File: src/rtl/key_onehot_latch.sv
// rtl/key_onehot_latch.sv - key synchroniser, debouncer and one-hot press latch
module key_onehot_latch #(
   parameter int DEB_CYCLES = 4,
   parameter bit HOLD       = 1'b1
) (
   input  logic       clk,
   input  logic       rst,
   input  logic [7:0] key_raw,
   input  logic       clr,
   output logic [7:0] onehot,
   output logic       valid,
   output logic       new_key,
   output logic       multi
);

   localparam logic [7:0] CNT_LAST = 8'(DEB_CYCLES - 1);

   logic [7:0] s1;
   logic [7:0] s2;
   logic [7:0] deb;
   logic [7:0] deb_next;
   logic [7:0] cnt      [8];
   logic [7:0] cnt_next [8];
   logic [7:0] press;
   logic [7:0] rel;
   logic [7:0] press_low;
   logic       press_multi;
   logic [7:0] onehot_next;

   // two-flop synchroniser for the asynchronous key lines
   always_ff @(posedge clk or posedge rst) begin
      if (rst) begin
         s1 <= '0;
         s2 <= '0;
      end else begin
         s1 <= key_raw;
         s2 <= s1;
      end
   end

   // per-key debounce: a level must disagree for DEB_CYCLES cycles to be accepted
   always_comb begin
      deb_next = deb;
      for (int i = 0; i < 8; i++) begin
         cnt_next[i] = cnt[i];
         if (s2[i] == deb[i]) begin
            cnt_next[i] = '0;
         end else if (cnt[i] == CNT_LAST) begin
            deb_next[i] = s2[i];
            cnt_next[i] = '0;
         end else begin
            cnt_next[i] = cnt[i] + 8'd1;
         end
      end
   end

   // debounced levels and their disagreement counters
   always_ff @(posedge clk or posedge rst) begin
      if (rst) begin
         deb <= '0;
         for (int i = 0; i < 8; i++) cnt[i] <= '0;
      end else begin
         deb <= deb_next;
         for (int i = 0; i < 8; i++) cnt[i] <= cnt_next[i];
      end
   end

   // edge events and latch next-state; lowest pressed index wins via x & -x
   always_comb begin
      press       = deb_next & ~deb;
      rel         = deb & ~deb_next;
      press_low   = press & (~press + 8'd1);
      press_multi = |(press & (press - 8'd1));
      if (|press) begin
         onehot_next = press_low;
      end else if (clr) begin
         onehot_next = '0;
      end else if (!HOLD && |(rel & onehot)) begin
         onehot_next = '0;
      end else begin
         onehot_next = onehot;
      end
   end

   // registered outputs; strobes only ever fire on a press event
   always_ff @(posedge clk or posedge rst) begin
      if (rst) begin
         onehot  <= '0;
         valid   <= 1'b0;
         new_key <= 1'b0;
         multi   <= 1'b0;
      end else begin
         onehot  <= onehot_next;
         valid   <= |onehot_next;
         new_key <= |press;
         multi   <= press_multi;
      end
   end

endmodule

File: config.mk
export PLATFORM = sky130hd
export DESIGN_NAME = key_onehot_latch
export DESIGN_NICKNAME = d
export VERILOG_FILES = /design/src/rtl/key_onehot_latch.sv
export SDC_FILE = /design/constraint.sdc
export NUM_CORES = 1
export LEC_CHECK = 0
export ABC_AREA = 1
export BUFFER_PORTS_ARGS = -buffer_cell sky130_fd_sc_hd__buf_2
export CORE_MARGIN = 10
export CORE_UTILIZATION = 40
export DETAILED_ROUTE_END_ITERATION = 7
export GPL_TIMING_DRIVEN = 0
export PLACE_DENSITY_LB_ADDON = 0.25
export REMOVE_ABC_BUFFERS = 1
export SYNTH_ARGS = -nofsm -noshare
export SYNTH_HDL_FRONTEND = slang
export SYNTH_SLANG_ARGS = --single-unit
File: constraint.sdc
create_clock -name clk -period 3.45 [get_ports clk]
set_clock_uncertainty 0.1 [all_clocks]
set_input_delay 0.1725 -clock clk [delete_from_list [all_inputs] [get_ports clk]]
set_output_delay 0.1725 -clock clk [all_outputs]
set_load 0.01 [all_outputs]
* After elaboration in Yosys (flattened, before gate mapping)
Index checks and enable logic that the tools add are counted.
Widths: inputs -> output; s select.
** Storage, ports and cells
- Output and inout bits :: 11
- Bits in registers :: 99
** Cells by class
- Multiplexer cells :: 34
- Equal/unequal tests :: 16
- Add/subtract/negate cells :: 10
- Reductions and logical operators :: 3
- Bitwise gates (word level) :: 5
** Operator list (number)
- $mux 8 :: 18
- $add 8x1->8 const B :: 9
- $eq 8x2->1 const B :: 8
- $and 8x8->8 :: 3
- $reduce_or 8->1 :: 3
- $mux 1 :: 16
- $not 8->8 :: 2
- $eq 1x1->1 :: 8
- $sub 8x1->8 const B :: 1

* Logic depth before layout (Yosys ltp)
- Depth after elaboration :: 9
- Depth in mapped cells :: 13

* Worst setup path after synthesis
OpenSTA, ideal clock, no wires.
- Kind :: register -> register
- From :: register cnt[56] (netlist name)
- To :: register valid
- Data required time :: 3.231 ns
- Arrival :: 1.455 ns
- Buffers on the path :: 1
- Stages on the path, launching flop included :: 14
- Clock period less this slack :: 1.674 ns
- Setup slack :: 1.776 ns
- Cell sequence :: dfrtp_1 > ha_1 > nand2_1 > nor2_2 > nand3_4 > nand2_4 > nor2_4 > buf_6 > nand3_2 > nand2_2 > inv_2 > nand2_1 > nor2_1 > nand2_1
** Between the ends
- Cells in the longest elaborated chain, start to end :: 9
- Elaborated cells on any way between the ends :: 10
- Classes of those cells :: add/sub: 1; eq/ne: 1; mux: 3; bitwise: 3; reduce/logical: 2
** RTL lines
- start: declaration :: line 22 : logic [7:0] cnt [8];
- $eq 8x2->1 (*) :: line 48 : end else if (cnt[i] == CNT_LAST) begin
- $mux 1 (*) :: line 48
- $mux 1 (*) :: line 46 : if (s2[i] == deb[i]) begin
- $and 8x8->8 (*) :: line 70 : press = deb_next & ~deb;
- $not 8->8 :: line 72 : press_low = press & (~press + 8'd1);
- $add 8x1->8 :: line 72
- $and 8x8->8 :: line 72
- $mux 8 (*) :: line 74 : if (|press) begin
- named net onehot_next[2] :: line 28 : logic [7:0] onehot_next;
- $reduce_or 8->1 (*) :: line 94 : valid <= |onehot_next;
- end signal: assignment :: line 94
- end: declaration :: line 11 : output logic valid,
The timed path passes the listed nets; every way through them passes the cells marked *.

* Final worst setup path
- From :: register cnt[48] (netlist name)
- To :: register valid
Same word-level chain as after synthesis.

==> results.sh <==
export IMPL_finalHoldViolCount=0
export IMPL_core_mm2=0.0114
export IMPL_synthesis_area_mm2=0.00461
export IMPL_wl_met2_um=3890
export IMPL_end_kind="flop"
export IMPL_detailroute_wirelength_met3_um=315
export IMPL_gp_congestion=0.828
export IMPL_m1WireLength_um=3900
export IMPL_crit_path_frequent_cell="nand2_1"
export IMPL_antenna_cells=0
export IMPL_fin_cells=729
export IMPL_start_kind="flop"
export IMPL_worst_path_buf_inv=1
export IMPL_synthTopCellsByArea="dfrtp_1 (54%), nor2_1 (8.2%), nand2_1 (6.5%)"
export IMPL_synth_edff_count=0
export IMPL_final_antenna_net_count=0
export IMPL_arrival_ns=2.11
export IMPL_port_buffers=21
export IMPL_grt_usage_pct=10.8
export IMPL_syn_area_per_cell_um2=8.52
export IMPL_dieArea_mm2=0.0162
export IMPL_drt_vias_per_instance=4.64
export IMPL_yosysTopAreaCell="dfrtp_1"
export IMPL_clockRootBuffer="clkbuf_16"
export IMPL_path_max_fanout=14
export IMPL_ys_ff_latch=99
export IMPL_fillCellCount=1069
export IMPL_grt_overflow_total=0
export IMPL_wl_per_cell_um=11.3
export IMPL_drive_above_1_share_pct=14.0
export IMPL_totalWireLength_um=8250
export IMPL_ys_types=33
export IMPL_hp_class="in2reg"
export IMPL_rows=39
export IMPL_cts_tree="built"
export IMPL_worst_setup_path_type="reg2reg"
export IMPL_placed_cell_area_mm2=0.00491
export IMPL_yosys_most_used_dff="dfrtp_1"
export IMPL_dieHeight_um=127
export IMPL_start_util_pct=40.5
export IMPL_cap_violations=0
export IMPL_vias=3379
export IMPL_period_minus_slack_ns=1.93
export IMPL_post_route_drc_count=0
export IMPL_p_leak_nw=2.54
export IMPL_synthArstFlopShare_pct=100
export IMPL_antenna_found_initial=0
export IMPL_drt_iter0_drc=144
export IMPL_cp_required_ns=3.63
export IMPL_post_route_period_util_pct=56.1
export IMPL_final_cell_area_mm2=0.00530
export IMPL_fin_nets=600
export IMPL_slew_violations=0
export IMPL_grt_pass1_wl_um=14600
export IMPL_yosys_warnings=0
export IMPL_synth_seq_area_share_pct=53.8
export IMPL_cts_buffer_depth=2
export IMPL_dp_cells=704
export IMPL_critical_path_slowest_cell="dfrtp_1"
export IMPL_numCtsBuffers=9
export IMPL_ff2ff_path_depth=12
export IMPL_slowest_delay_ns=0.40
export IMPL_routed_top_layer="met4"
export IMPL_cpLargestDelayFamily="simple AND/OR/NAND/NOR gates"
export IMPL_area_growth_pct=15.1
export IMPL_clk_latency_ns=0.34
export IMPL_relSlewSlack_pct=59.4
export IMPL_drtPass1Iterations=4
export IMPL_hold_depth=4
export IMPL_cts_sinks=99
export IMPL_worst_pin_slew_ns=0.602
export IMPL_syn_inst=541
export IMPL_finalSetupViolCount=0
export IMPL_status="finished clean"
export IMPL_fmax_mhz=517
export IMPL_dp_hpwl_um=6090
export IMPL_peakVddDrop_mv=0.368
export IMPL_place_ws_ns=1.53
export IMPL_setup_ws_ns=1.52
export IMPL_clkTransAtPathRegs_ns=0.06
export IMPL_crit_chain="ha_1, nand2_1, nor2_1, nand3_2, nand2_4, nor2_4, nand3_1, nand2_1, inv_1, nand2_1, nor2_1, nand2_1"
export IMPL_ios=22
export IMPL_cts_max_level=3
export IMPL_crit_cells=12
export IMPL_rsz0062_at_grt="no"
export IMPL_p_per_area_mw_per_mm2=612
export IMPL_grt_pass1_vias=3422
export IMPL_grt_max_degree=53
export IMPL_die_x_um=127
export IMPL_yosysTopAreaCellShare_pct=53.8
==> path summary, 6_finish.rpt <==
kind | start | endpoint | slack (ns)
worst max-delay path | cnt[48]$_DFF_PP0_ | valid$_DFF_PP0_ | 1.52
worst min-delay path | clr | onehot[2]$_DFF_PP0_ | 0.15
worst max register to register | cnt[48]$_DFF_PP0_ | valid$_DFF_PP0_ | 1.52
worst min register to register | s1[5]$_DFF_PP0_ | s2[5]$_DFF_PP0_ | 0.25
max in group asynchronous | rst | cnt[5]$_DFF_PP0_ | 2.24
min in group asynchronous | rst | s1[5]$_DFF_PP0_ | 0.36
==> area by class of cell <==
| class | count | area [um2] | area share (%) |
|---|---|---|---|
| Sequential cell | 99 | 2480 | 46.7 |
| Multi-Input combinational cell | 352 | 1780 | 33.6 |
| Inverter | 88 | 333 | 6.28 |
| Clock buffer | 15 | 278 | 5.24 |
| Timing Repair Buffer | 31 | 223 | 4.20 |
| Tap cell | 143 | 179 | 3.37 |
| Clock inverter | 1 | 30.0 | 0.566 |
==> kinds of logic (layout without fill, tap and decap cells) <==
kind of cell	Yosys count	in the layout	synth area share [%]
AO/OA/AOI/OAI	48	48	5.38
adder cells (fa/ha/maj)	8	8	2.17
AND/OR/NAND/NOR	285	285	29.1
XOR/XNOR	11	11	2.09
flip-flops	99	99	53.8
buffers and inverters	90	135	7.50
==> per-stage QoR <==
step                      utilization, %  total power, mW  hold slack (ns)  setup TNS (ns)
after floorplan                        -             2.05            0.104               0
after global placement              42.9             2.22            0.180          -57.23
after detailed placement            43.1             2.25            0.182               0
after CTS                           46.6             3.30            0.145               0
after global routing                46.6             3.48            0.164               0
final                               46.6             3.25            0.150               0
==> state kept, by name, summed over array words and instances, names as in the netlist <==
signal   flops
cnt         64
deb          8
onehot       8
s1           8
s2           8
multi        1
new_key      1
valid        1
==> timing repair <==
item | in CTS | in global routing
hold buffers | 9 | 0
hold endpoints to repair | 55 | 0
gates resized for setup | 0 | 0
setup buffers | 0 | 0
==> worst min-delay path: stages <==
cell	delay, ns
buf_2	0.18
nor2_1	0.08
nand3_2	0.06
nand2_2	0.05
==> report_power, final <==
part | switching [mW] | internal, mW
Sequential | 0.131 | 1.35
Clock | 0.396 | 0.622
Combinational | 0.479 | 0.272
==> placed cells by master (no fill, tap or decap), drive strengths merged, types with 3 or more instances in the layout <==
master	netlist	final
nor2	110	110
dfrtp	99	99
nand2	88	88
inv	88	88
nand3	42	42
nor3	27	27
a21oi	25	25
buf	2	22
o21ai	20	20
clkbuf	0	15
dlygate4sd3	0	9
xnor2	8	8
ha	8	8
and3	6	6
nand3b	6	6
or2	4	4
xor2	3	3
==> per-layer routing <==
layer,vias up,global-route usage (%)
met2,34,17.9
met4,0,4.55
met5,-,0
met1,1554,12.6
li1,1775,-
met3,16,3.64
==> synthesized netlist by cell type, types with 3 or more instances <==
cell / count
nor2_1: 101
dfrtp_1: 99
nand2_1: 80
inv_1: 73
nand3_1: 35
a21oi_1: 25
nor3_1: 25
o21ai_0: 17
inv_2: 15
ha_1: 8
xnor2_1: 8
nand2_2: 7
and3_1: 6
nand3_2: 6
nor2_2: 6
nand3b_1: 5
nor2_4: 3
o21ai_1: 3
or2_2: 3
xor2_1: 3
Power figures use the tool's default switching activity.
